==> config.mk <==
export PLATFORM = sky130hd
export DESIGN_NAME = seq_muldiv_flat
export DESIGN_NICKNAME = d
export VERILOG_FILES = /design/src/rtl/seq_muldiv_pkg.sv /design/src/rtl/seq_muldiv_if.sv /design/src/rtl/seq_muldiv_div_step.sv /design/src/rtl/seq_muldiv.sv /design/src/flat_wrapper.sv
export SDC_FILE = /design/constraint.sdc
export NUM_CORES = 1
export LEC_CHECK = 0
export BUFFER_PORTS_ARGS = -buffer_cell sky130_fd_sc_hd__buf_2
export CAP_MARGIN = 20
export CORE_MARGIN = 3
export CORE_UTILIZATION = 55
export CTS_BUF_LIST = sky130_fd_sc_hd__clkbuf_4 sky130_fd_sc_hd__clkbuf_8 sky130_fd_sc_hd__clkbuf_16
export DETAILED_ROUTE_END_ITERATION = 10
export GPL_TIMING_DRIVEN = 0
export PLACE_DENSITY = 0.74
export REMOVE_ABC_BUFFERS = 1
export SETUP_SLACK_MARGIN = 0.3
export SYNTH_ARGS = -nofsm -noshare
export SYNTH_HDL_FRONTEND = slang
export SYNTH_SLANG_ARGS = --single-unit
==> constraint.sdc <==
create_clock -name clock -period 3.9 [get_ports clock]
set_input_delay 0.195 -clock clock [delete_from_list [all_inputs] [get_ports clock]]
set_output_delay 0.195 -clock clock [all_outputs]
set_load 0.03 [all_outputs]
==> src/rtl/seq_muldiv_pkg.sv <==
// Shared definitions for the sequential multiply/divide unit:
// operation encodings and the controller state type.
package muldiv_pkg;

    // Operation encodings: bit 1 selects divide, bit 0 selects unsigned.
    localparam logic [1:0] OP_MUL  = 2'b00;
    localparam logic [1:0] OP_MULU = 2'b01;
    localparam logic [1:0] OP_DIV  = 2'b10;
    localparam logic [1:0] OP_DIVU = 2'b11;

    typedef enum logic [1:0] {
        IDLE  = 2'd0,
        RUN   = 2'd1,
        FIXUP = 2'd2,
        DONE  = 2'd3
    } state_t;

endpackage

==> src/rtl/seq_muldiv_if.sv <==
// Request/result bundle between the control unit and seq_muldiv.
//
// Handshake: start is sampled only while the unit is idle; operands and op
// are captured on that edge. busy is high from the cycle after acceptance
// until the result is ready. done is a one-cycle pulse with hi/lo/div_by_zero
// valid; those outputs then hold until the next result or a clear. start
// seen while busy or during the done cycle is dropped, never queued.
interface seq_muldiv_if #(
    parameter int WIDTH = 32
);
    logic             start;
    logic [1:0]       op;
    logic [WIDTH-1:0] a;
    logic [WIDTH-1:0] b;
    logic             busy;
    logic             done;
    logic [WIDTH-1:0] hi;
    logic [WIDTH-1:0] lo;
    logic             div_by_zero;

    modport master (
        output start, op, a, b,
        input  busy, done, hi, lo, div_by_zero
    );

    modport slave (
        input  start, op, a, b,
        output busy, done, hi, lo, div_by_zero
    );
endinterface

==> src/rtl/seq_muldiv_div_step.sv <==
// One restoring-division step: shift the next dividend bit into the partial
// remainder, trial-subtract the divisor and keep the difference if it fits.
module div_step #(
    parameter int WIDTH = 32
) (
    input  logic [WIDTH-1:0] rem_i,
    input  logic [WIDTH-1:0] divisor_i,
    input  logic             bit_i,
    output logic [WIDTH-1:0] rem_o,
    output logic             q_o
);
    logic [WIDTH:0]   shifted;
    logic [WIDTH-1:0] diff;

    // The remainder stays below the divisor, so the difference fits WIDTH bits.
    always_comb begin
        shifted = {rem_i, bit_i};
        diff    = shifted[WIDTH-1:0] - divisor_i;
        q_o     = (shifted >= {1'b0, divisor_i});
        rem_o   = q_o ? diff : shifted[WIDTH-1:0];
    end
endmodule

==> src/rtl/seq_muldiv.sv <==
// Iterative multiply/divide unit. Operands are reduced to magnitudes on
// capture, one shift-add or restoring step runs per cycle for WIDTH cycles,
// and a single FIXUP cycle applies signs before the result is registered.
module seq_muldiv
    import muldiv_pkg::*;
#(
    parameter int WIDTH = 32,
    parameter int CNT_W = $clog2(WIDTH + 1)
) (
    input  logic         clock,
    input  logic         clear,
    seq_muldiv_if.slave  bus,
    output state_t       dbg_state_o
);
    state_t             state_q;
    logic [CNT_W-1:0]   cnt_q;
    logic [1:0]         op_q;
    // High half: MUL partial product / DIV remainder.
    // Low half: MUL multiplier being consumed / DIV dividend becoming quotient.
    logic [2*WIDTH-1:0] acc_q;
    logic [WIDTH-1:0]   opnd_q;      // multiplicand (MUL) or divisor (DIV)
    logic [WIDTH-1:0]   a_orig_q;
    logic               neg_res_q;   // negate product / quotient
    logic               neg_rem_q;   // negate remainder
    logic               dbz_pend_q;
    logic               busy_q;
    logic               done_q;
    logic [WIDTH-1:0]   hi_q;
    logic [WIDTH-1:0]   lo_q;
    logic               dbz_q;

    logic [WIDTH-1:0]   a_mag;
    logic [WIDTH-1:0]   b_mag;
    logic [WIDTH:0]     mul_sum;
    logic [WIDTH-1:0]   div_rem;
    logic               div_q;
    logic [2*WIDTH-1:0] step_next;
    logic [2*WIDTH-1:0] prod;
    logic [WIDTH-1:0]   quo;
    logic [WIDTH-1:0]   rem;
    logic [WIDTH-1:0]   hi_d;
    logic [WIDTH-1:0]   lo_d;
    logic               dbz_d;

    div_step #(.WIDTH(WIDTH)) u_div_step (
        .rem_i     (acc_q[2*WIDTH-1:WIDTH]),
        .divisor_i (opnd_q),
        .bit_i     (acc_q[WIDTH-1]),
        .rem_o     (div_rem),
        .q_o       (div_q)
    );

    // Operand magnitudes; unsigned ops pass values through untouched.
    always_comb begin
        a_mag = (!bus.op[0] && bus.a[WIDTH-1]) ? -bus.a : bus.a;
        b_mag = (!bus.op[0] && bus.b[WIDTH-1]) ? -bus.b : bus.b;
    end

    // One iteration: shift-add for multiply, restoring step for divide.
    always_comb begin
        mul_sum   = {1'b0, acc_q[2*WIDTH-1:WIDTH]}
                  + (acc_q[0] ? {1'b0, opnd_q} : {(WIDTH+1){1'b0}});
        step_next = op_q[1] ? {div_rem, acc_q[WIDTH-2:0], div_q}
                            : {mul_sum, acc_q[WIDTH-1:1]};
    end

    // Sign fix-up and divide-by-zero override for the final result.
    always_comb begin
        prod  = neg_res_q ? -acc_q : acc_q;
        quo   = neg_res_q ? -acc_q[WIDTH-1:0] : acc_q[WIDTH-1:0];
        rem   = neg_rem_q ? -acc_q[2*WIDTH-1:WIDTH] : acc_q[2*WIDTH-1:WIDTH];
        hi_d  = prod[2*WIDTH-1:WIDTH];
        lo_d  = prod[WIDTH-1:0];
        dbz_d = 1'b0;
        if (op_q[1]) begin
            if (dbz_pend_q) begin
                hi_d  = a_orig_q;
                lo_d  = {WIDTH{1'b1}};
                dbz_d = 1'b1;
            end else begin
                hi_d = rem;
                lo_d = quo;
            end
        end
    end

    // Controller and datapath registers; clear aborts any operation.
    always_ff @(posedge clock) begin
        if (clear) begin
            state_q    <= IDLE;
            cnt_q      <= '0;
            op_q       <= '0;
            acc_q      <= '0;
            opnd_q     <= '0;
            a_orig_q   <= '0;
            neg_res_q  <= 1'b0;
            neg_rem_q  <= 1'b0;
            dbz_pend_q <= 1'b0;
            busy_q     <= 1'b0;
            done_q     <= 1'b0;
            hi_q       <= '0;
            lo_q       <= '0;
            dbz_q      <= 1'b0;
        end else begin
            case (state_q)
                IDLE: begin
                    if (bus.start) begin
                        op_q       <= bus.op;
                        acc_q      <= {{WIDTH{1'b0}}, (bus.op[1] ? a_mag : b_mag)};
                        opnd_q     <= bus.op[1] ? b_mag : a_mag;
                        a_orig_q   <= bus.a;
                        neg_res_q  <= !bus.op[0] && (bus.a[WIDTH-1] ^ bus.b[WIDTH-1]);
                        neg_rem_q  <= (bus.op == OP_DIV) && bus.a[WIDTH-1];
                        dbz_pend_q <= bus.op[1] && (bus.b == '0);
                        cnt_q      <= CNT_W'(WIDTH);
                        busy_q     <= 1'b1;
                        state_q    <= RUN;
                    end
                end
                RUN: begin
                    acc_q <= step_next;
                    cnt_q <= cnt_q - 1'b1;
                    if (cnt_q == CNT_W'(1)) begin
                        state_q <= FIXUP;
                    end
                end
                FIXUP: begin
                    hi_q    <= hi_d;
                    lo_q    <= lo_d;
                    dbz_q   <= dbz_d;
                    busy_q  <= 1'b0;
                    done_q  <= 1'b1;
                    state_q <= DONE;
                end
                DONE: begin
                    done_q  <= 1'b0;
                    state_q <= IDLE;
                end
                default: state_q <= IDLE;
            endcase
        end
    end

    assign bus.busy        = busy_q;
    assign bus.done        = done_q;
    assign bus.hi          = hi_q;
    assign bus.lo          = lo_q;
    assign bus.div_by_zero = dbz_q;
    assign dbg_state_o     = state_q;
endmodule

==> src/flat_wrapper.sv <==
// flat-port wrapper written by rule: the top's interface ports become plain ports
module seq_muldiv_flat import muldiv_pkg::*;
#(
    parameter int WIDTH = 32,
    parameter int CNT_W = $clog2(WIDTH + 1)
)
  (clock, clear, dbg_state_o, bus_start, bus_op, bus_a, bus_b, bus_busy, bus_done, bus_hi, bus_lo, bus_div_by_zero);
  seq_muldiv_if #(.WIDTH(WIDTH)) bus_i ();
  input  logic clock;
  input  logic clear;
  output state_t dbg_state_o;
  input wire logic [$bits(bus_i.start)-1:0] bus_start;
  input wire logic [$bits(bus_i.op)-1:0] bus_op;
  input wire logic [$bits(bus_i.a)-1:0] bus_a;
  input wire logic [$bits(bus_i.b)-1:0] bus_b;
  output wire logic [$bits(bus_i.busy)-1:0] bus_busy;
  output wire logic [$bits(bus_i.done)-1:0] bus_done;
  output wire logic [$bits(bus_i.hi)-1:0] bus_hi;
  output wire logic [$bits(bus_i.lo)-1:0] bus_lo;
  output wire logic [$bits(bus_i.div_by_zero)-1:0] bus_div_by_zero;
  assign bus_i.start = bus_start;
  assign bus_i.op = bus_op;
  assign bus_i.a = bus_a;
  assign bus_i.b = bus_b;
  assign bus_busy = bus_i.busy;
  assign bus_done = bus_i.done;
  assign bus_hi = bus_i.hi;
  assign bus_lo = bus_i.lo;
  assign bus_div_by_zero = bus_i.div_by_zero;
  seq_muldiv #(.WIDTH(WIDTH), .CNT_W(CNT_W)) u_core (.clock(clock), .clear(clear), .bus(bus_i), .dbg_state_o(dbg_state_o));
endmodule
After elaboration in Yosys (flattened, before gate mapping)
Cells that the tools add are included.

Register bits after elaboration: 208. Bits of input ports: 69. Output and inout port bits: 69.

Add/subtract/negate cells: 8. Order comparisons: 1. Equality and inequality tests: 7. Multiplexer cells: 26. Bitwise operators: 1. Reduce and logical (&&, ||, !) cells: 15.

Operator list (count): $mux 32 (12); $mux 64 (3); $neg 32->32 (4); $pmux 64 s2 (1); $neg 64->64 (1); $add 32x33->33 (1); $ge 33x32->1 (1); $logic_not 32->1 (1); $sub 32x32->32 (1); $pmux 6 s2 (1); $pmux 2 s4 (1); $reduce_and 2->1 (4); $eq 2x2->1 const B (3); $eq 6x1->1 const B (1); $mux 6 (1); $reduce_bool 2->1 (3); $sub 6x1->6 const B (1); $logic_and 1x1->1 (5); $mux 2 (2); $pmux 1 s2 (2); $mux 1 (3); $eq 2x1->1 const B (1); $logic_not 2->1 (1); $ne 2x1->1 const B (1); other kinds (3) (3).

Depth between registers and ports, before layout
Gate-level depths: netlist of the first run.

Word-level depth: 6. Gate-level depth with buffers: 15. Gate-level depth less buffers: 14.

By module
A second synthesis of the first run with hierarchy kept.

Cells, all modules: 2340. Area, all modules: 17461.7 µm².

Modules (own cells, without submodules): seq_muldiv (times used 1, cells an instance 2017, area each 15130.8 µm², seq. area each 4144.0 µm²); div_step (times used 1, cells an instance 323, area each 2331.0 µm², seq. area each 0.0 µm²).

Worst setup path after synthesis of the first run
No wires, ideal clock.

Kind: register to register. Start point: register u_core.acc_q[0]. End point: register u_core.acc_q[61]. Library setup time: 0.122 ns. Arrival: 3.099 ns. Data required time: 3.778 ns. Setup slack: 0.679 ns. Cell stages (with the launch flop): 15. Path buffers: 2. Clock period less this slack: 3.221 ns. Path through: dfxtp_1 inv_1 clkbuf_1 nor2_1 ha_1 clkbuf_1 a21oi_1 o21ai_0 a41oi_1 inv_1 a311oi_1 o21a_1 o21bai_1 xor2_1 a221o_1.

Word-level cells in the longest chain between the ends: 4.

RTL lines: start, declared (RTL line seq_muldiv.sv:20) `logic [2*WIDTH-1:0] acc_q;`; start signal, assigned (RTL line seq_muldiv.sv:109) `acc_q <= {{WIDTH{1'b0}}, (bus.op[1] ? a_mag : b_mag)};`; start signal, assigned (RTL line seq_muldiv.sv:121) `acc_q <= step_next;`; $mux 32 (RTL line seq_muldiv.sv:62) `+ (acc_q[0] ? {1'b0, opnd_q} : {(WIDTH+1){1'b0}});`; $add 32x33->33 (RTL line seq_muldiv.sv:62); $mux 64 (RTL line seq_muldiv.sv:63) `step_next = op_q[1] ? {div_rem, acc_q[WIDTH-2:0], div_q}`; $pmux 64 s2 (RTL line seq_muldiv.sv:105) `case (state_q)`.

No other way between the ends. A chain may end at the register's enable or synchronous reset.

Worst setup path in the final report of the first run
Start point: register u_core.acc_q[0]. End point: register u_core.acc_q[62].

Same word-level chain as after synthesis.

==> results of run 1 <==
-- power breakdown --
part / total [uW] / switching, uW / internal, uW
Combinational: 6230 / 3890 / 2350
Clock: 2490 / 940 / 1550
Sequential: 3260 / 618 / 2640
Total: 12000 / 5450 / 6540
-- synthesized netlist by cell type, types with 21 or more instances --
library cell  number  area [um^2]
mux2_2            28        315.3
nor3_1            44        220.2
o21ai_0          166        830.8
a22oi_1           21        157.7
dfxtp_1          207         4144
clkbuf_1         134        503.0
a21o_1            41        307.8
a211oi_1          79        593.1
nor2_1           222        833.3
a21oi_1          174        870.8
nand2_1          282         1059
mux2i_1           45        450.4
inv_1             76        285.3
o211ai_1          35        262.8
or3_1             22        137.6
o31ai_1           27        202.7
xnor2_1          108        945.9
ha_1              74        925.9
nand3_1           33        165.2
xor2_1            88        770.7
-- cells by family (layout without fill, tap and decap cells) --
kind of cell             count (synthesis)  in the layout  share of synthesized area
AND/OR/NAND/NOR                        733            734                     0.2094
AO/OA/AOI/OAI                          674            674                     0.2643
flip-flops                             207            207                     0.2574
XOR/XNOR                               196            196                     0.1066
buffers and inverters                  231            327                    0.05471
multiplexers                            73             73                    0.04756
adder cells (fa/ha/maj)                 76             76                    0.05999
other                                    0              1                          0
-- registers in the layout, summed over array words and instances, names as in the netlist --
signal	count
u_core.acc_q	64
u_core.op_q	1
u_core.a_orig_q	32
u_core.bus.busy	1
u_core.dbz_pend_q	1
u_core.bus.hi	32
u_core.bus.lo	32
u_core.bus.done	1
u_core.neg_res_q	1
u_core.opnd_q	32
u_core.neg_rem_q	1
u_core.bus.div_by_zero	1
u_core.cnt_q	6
u_core.dbg_state_o	2
-- metrics by stage --
stage	TNS [ps]	instances	hold slack [ps]	instance area, um^2	util
floorplan	-33300	2036	264.1	15510	-
global placement	-216470	2557	429.7	16670	0.5794
detailed placement	-1277	2574	433.5	17070	0.5933
CTS	0	2655	6.464	18400	0.6395
global route	0	2672	28.39	18670	0.6486
finish	0	2672	20.67	18670	0.6486
-- cell usage in the layout (no fill, tap or decap), types with 17 or more instances in the layout --
| master | n |
|---|---|
| dfxtp_1 | 199 |
| xnor2_1 | 108 |
| o21ai_0 | 162 |
| nand3_1 | 32 |
| xor2_1 | 88 |
| ha_1 | 70 |
| nor3_1 | 43 |
| a22oi_1 | 21 |
| buf_2 | 137 |
| nor2_1 | 218 |
| o211ai_1 | 35 |
| nand2b_1 | 17 |
| mux2_2 | 28 |
| buf_4 | 20 |
| o22ai_1 | 17 |
| clkbuf_16 | 25 |
| inv_1 | 74 |
| dlygate4sd3_1 | 32 |
| or3_1 | 22 |
| mux2i_1 | 45 |
| a21o_1 | 41 |
| nand2_1 | 281 |
| a211oi_1 | 76 |
| o31ai_1 | 25 |
| a21oi_1 | 170 |
-- layout make-up --
type                       instances  area, um^2  share of cell area
inverter                          77       295.3             0.01582
clock buffer                      37       734.5             0.03935
sequential                       207        4159              0.2228
tap                              384       480.5             0.02574
clock inverter                     5       125.1            0.006703
multi-input combinational       1753       11310              0.6062
timing repair buffer             208        1554             0.08326
antenna                            1       2.502           0.0001341
-- worst min-delay path, cell delays in order --
cell      delay [ps]
buf_2            120
nand3b_1         110
a21oi_1           70
-- metal layers --
layer	up-vias	part of all wire	track usage
met3	126	0.080	0.04247
li1	7993	-	-
met5	-	0	0
met4	0	0.047	0.1326
met1	8016	0.42	0.4478
met2	765	0.45	0.5266
-- path summary, 6_finish.rpt --
path / endpoint
max: u_core.acc_q[62]
max reg2reg: u_core.acc_q[62]
min: u_core.bus.busy
min reg2reg: u_core.bus.hi[18]
-- timing repair --
item	4_1_cts	5_1_grt
buffers inserted	7	11
gates cloned	0	1
hold buffers	32	0
endpoints found under the hold margin	32	0
gates resized for setup	20	27
pin swaps	1	12
endpoints found under the setup margin	36	36
==> metrics.txt, run 1 <==
status=finished, final reports clean; Overflow after GRT=0; initial antenna violation count=1; die height=177.1 um; Slew @ Worst Pin=1142 ps; cell area power density=642.3 nW/um^2; DR pass1 iterations=5; Critical Path Start Type=flop; first-pass GRT wire length=83.70 mm; asr flop ratio synth=0; die area=31360 um^2; Die Span X=177.1 um; Vias=16900; Crit path arrival time=3980 ps; Total Wirelength=53.80 mm; worst-skew pair later-pin latency=530 ps; register area share after synthesis=0.2574; YS warnings=0; worst reg-to-reg path cell count=14; largest net degree at the start of global routing=100; clock-pin slew on the worst setup and hold paths=60 ps; Max Cap Viol=0; CP cell instances=clkinvlp_4, buf_16, nor2_1, ha_1, a21o_1, a221oi_4, nor3_1, a221oi_2, nand4_1, a31oi_4, o21ai_0, xor2_1, o21ai_1, a21oi_1; H-tree levels=1; FMAX=283.9 MHz; depth of the worst hold-timing path=3; Final Skew=8.598 ps; Post-synth EDFFs=0; pre-CTS setup slack=-322.2 ps; Max clock buf depth=3; vias in the first global route=15640; cell row count=62; maximum vdd drop=0.0006005 V; Leak=0.007678 uW; io pins=138; HPWL after DPL=38.32 mm; fin crit period=3523 ps; clk sinks=207; Setup violations, final=0; CP Capture Type=flop; max_slew headroom=0.2287; worst min path class=in -> reg; fin nets=2416; post-synthesis sequential element count=207; FF-to-FF setup slack=380 ps; CP Buf/Inv Count=2; layout filler cell count=2583; unrepaired setup endpoints after global routing=true; worst path required time=4360 ps; mean post-synth cell area=7.352 um^2; DR WL/cell=20.14 um; all-layer global routing usage=0.3286; final period utilization=0.9033; Crit path depth=14; CP max FO=29; CTS buffer count=24; CP delay by family, top=compound AO/OA/AOI/OAI gates; share of layout cells above drive strength 1=0.1404; starting density of the core=0.5594; RR Startpoint=u_core.acc_q[0]; vias per cell=6.325; CTS tree=done; root buffer selected by CTS=clkbuf_16; ys flop type=dfxtp_1; critical path's largest stage delay=400 ps; final hold violation count=0; crit path kind=reg -> reg; DRT antenna net count=0; Pins Over Slew Limit=0; core area=28780 um^2; area delta synth->final=15.93%; Final Wtd Congestion=0.9818; crit path launch=u_core.acc_q[0]; mapped cell area=16100 um^2; DRC viols=0; total power=11990 uW; worst setup margin=377.3 ps; Buffers on Ports=137; Gate Count Post-Synth=2190; Yosys cell types=76; DRT iter0 DRCs=1803; slowest CP cell=dfxtp_4; Hold Startpoint=bus_start
Power figures use the tool's default switching activity.
==> run 2, diff against run 1 <==
PLACE_DENSITY = 0.71   (was 0.74)
SLEW_MARGIN = 20   (was not set)
SYNTH_HIERARCHICAL = 1   (was not set)
==> run 2 against run 1 <==
Net effect:
- non-clock buffer count increased by 2
- combinational power fell by 4.3%
- synthesized area is 8.5% higher
- worst hold slack got worse by 0.94 ps
- first-iteration DRC count up 28%
- flip-flop and latch count did not move
- wire length is 16% higher
- clock-buffer cell count decreased by 3
==> metrics.txt, run 2 <==
DRC viols=0 (unchanged); CP max FO=6 (-79%); Max clock buf depth=3 (unchanged); Gate Count Post-Synth=2340 (+6.8%); synth cell count leaders=nand2_1 (264), nor2_1 (246), dfxtp_1 (207); Crit path arrival time=4020 ps (+40 ps); post-synthesis sequential element count=207 (unchanged); post-route setup TNS=0 ps (unchanged); combinational share of power=0.509 (-0.011); max_slew headroom=0.3093 (+0.08059); asr flop ratio synth=0 (unchanged); internal power=6266 uW (-4.2%); Leak=0.007998 uW (+4.2%); cell area power density=591.6 nW/um^2 (-7.9%); slowest CP cell=nor4b_4; net switching power=5445 uW (about the same); most frequent cell after synthesis=nand2_1; most frequent cells in the layout=nand2_1 (263), nor2_1 (243), dfxtp_1 (174), a21oi_1 (172), buf_2 (136); Final Wtd Congestion=0.9945 (+1.3%); final period utilization=0.9217 (+0.01842); CTS tree=done; Setup violations, final=0 (unchanged); switching fraction of total power=0.4650 (+0.01078); DRT antenna net count=0 (unchanged); Final Skew=13.69 ps (+5.095 ps); HPWL after DPL=45.17 mm (+18%); Post-Synth Simple-Gate Area=0.2405 (+0.03111); worst setup margin=305.4 ps (-71.82 ps); CP Buf/Inv Count=3 (+1); clk sinks=207 (unchanged); mapped cell area=17460 um^2 (+8.5%); Overflow after GRT=0 (unchanged); register area share after synthesis=0.2373 (-0.02007); Total Wirelength=62.44 mm (+16%); Worst Hold Slack=19.73 ps (-0.9411 ps); io pins=138 (unchanged); area delta synth->final=13.37%; Max Cap Viol=0 (unchanged); register with the most flip-flops=u_core/acc_q; max reg flops=64 (unchanged); CP Capture Type=flop; largest net degree at the start of global routing=92 (-8.0%); DR pass1 iterations=7 (+2); status=finished, final reports clean; ys flop type=dfxtp_1; Buffers on Ports=137 (unchanged); number of inserted diodes=0 (-1); final hold violation count=0 (unchanged); Die Span X=184.2 um (+4.0%); Post-synth EDFFs=0 (unchanged); Clk network pwr share=0.205 (-0.003); critical path's largest stage delay=430 ps (+30 ps); Pins Over Slew Limit=0 (unchanged); cell row count=64 (+3.2%); unrepaired setup endpoints after global routing=false; share of layout cells above drive strength 1=0.1632 (+0.02280); worst min path class=in -> reg; DRT iter0 DRCs=2314 (+28%); Yosys top cell by area=dfxtp_1; FMAX=278.2 MHz (-2.0%); first-pass GRT wire length=94.07 mm (+12%); placed instance area=18110 um^2 (+6.1%); die height=184.2 um (+4.0%); fin nets=2548 (+5.5%); CP cell instances=inv_1, ha_4, nor2b_1, o2111a_1, o211ai_1, nor4b_4, o21ai_2, a31oi_4, o21a_4, clkinv_8, buf_4, mux2_4, nand2_1, o21ai_0, o211ai_1, o31ai_1; starting density of the core=0.5649 (+0.005499); Compound-Gate Fraction of Synth Area=0.2587 (-0.005557); Yosys cell types=102 (+34%); all-layer global routing usage=0.3452 (+0.01659); vias in the first global route=16830 (+7.6%); worst path required time=4330 ps (-30 ps); pre-CTS setup slack=-603.1 ps (-280.9 ps); placed insts=2706 (+5.1%); Critical Path Start Type=flop; Most Frequent Cell on Critical Path=o211ai_1; largest family of logic cells by synthesized area=compound AO/OA/AOI/OAI gates; CP delay by family, top=compound AO/OA/AOI/OAI gates; Vias=18630 (+10%); share of the synthesized area in the top cell type=0.2373 (-0.02007); fin crit period=3595 ps (+71.82 ps); vias per cell=6.615 (+4.6%); mux cell area share after synthesis=0.05689 (+0.009333); YS warnings=6 (+6); die area=33920 um^2 (+8.2%); maximum vdd drop=0.0005983 V (-0.38%); Synth Area in Adders=0.05532 (-0.004677); CTS buffer count=25 (+4.2%); worst-skew pair later-pin latency=530 ps (about the same); most common cell after layout, fill and taps aside=nand2_1; crit path kind=reg -> reg; final std cells w/o fill=2817 (+5.4%); core area=30910 um^2 (+7.4%); Post-Layout Inst Area=19800 um^2 (+6.1%); register share of total power=0.286 (+0.014); Slew @ Worst Pin=1032 ps (-110.2 ps); initial antenna violation count=1 (unchanged); main area contributors after synthesis=dfxtp_1 (24%), nand2_1 (5.7%), ha_1 (5.3%); XOR/XNOR share of the synthesized area=0.08828 (-0.01834); H-tree levels=1 (unchanged); mean post-synth cell area=7.462 um^2 (+1.5%); DR WL/cell=22.16 um (+10%); root buffer selected by CTS=clkbuf_16; clock-pin slew on the worst setup and hold paths=60 ps (about the same)
run 2: through the flow:
stage,util,power (uW)
5_1_grt,0.6405,12310
4_1_cts,0.6256,11350
3_3_place_gp,0.5774,8670
2_1_floorplan,-,7031
3_5_place_dp,0.5860,8844
6_report,0.6405,11710
run 2: layer usage:
metal / track usage / share of wire / vias to the layer above
met3: 0.05447 / 0.089 / 124
met5: 0 / 0.00021 / -
li1: - / - / 8654
met1: 0.4878 / 0.43 / 8920
met4: 0.1004 / 0.036 / 2
met2: 0.5457 / 0.44 / 934
run 2: cell type report:
cell class              count  area (um^2)
repair buffers            210         1461
inverters                  81        317.8
well taps                 396        495.5
flip-flops and latches    207         4220
fillers                  2737        11110
clock buffers              34        718.2
repair inverters            2        17.52
clock inverters            11        113.9
multi-input cells        1876        12450
run 2: path summary, 6_finish.rpt:
check | from | end | slack (ps) | depth (start not counted)
worst max-delay path | u_core/opnd_q[1] | u_core/acc_q[55] | 310 | 16
worst min-delay path | bus_a[3] | u_core/a_orig_q[3] | 20 | 3
worst max register to register | u_core/opnd_q[1] | u_core/acc_q[55] | 310 | 16
worst min register to register | u_core/bus.hi[21] | u_core/bus.hi[21] | 430 | 2
run 2: timing repair:
action	4_1_cts	5_1_grt
buffers inserted	3	28
pin swaps	5	12
endpoints found under the hold margin	32	0
resized for setup	22	54
hold buffers	32	0
endpoints found under the setup margin	30	28
cloned	0	2
run 2: cell families after synthesis:
kind of cell | Yosys count
mux | 90
buf+inv | 257
xor+xnor | 176
compound gates | 677
simple gates | 857
flops | 207
fa+ha+maj | 76
run 2: power by group through the flow:
stage / Combinational (uW) / Clock [uW] / Sequential, uW
3_5_place_dp: 5470 / 0 / 3370
3_3_place_gp: 5290 / 0 / 3380
6_report: 5960 / 2400 / 3350
4_1_cts: 5590 / 2420 / 3330
5_1_grt: 6400 / 2500 / 3410
2_1_floorplan: 3480 / 0 / 3550
run 2: worst register-to-register path: cells and delay by family (launching register included):
family,cells,cell delay (ps)
DFF,1,380
and+or+nand+nor,3,620
buffers and inverters,3,350
muxes,1,200
AOI/OAI and AO/OA,8,1700
adders and majority gates,1,250
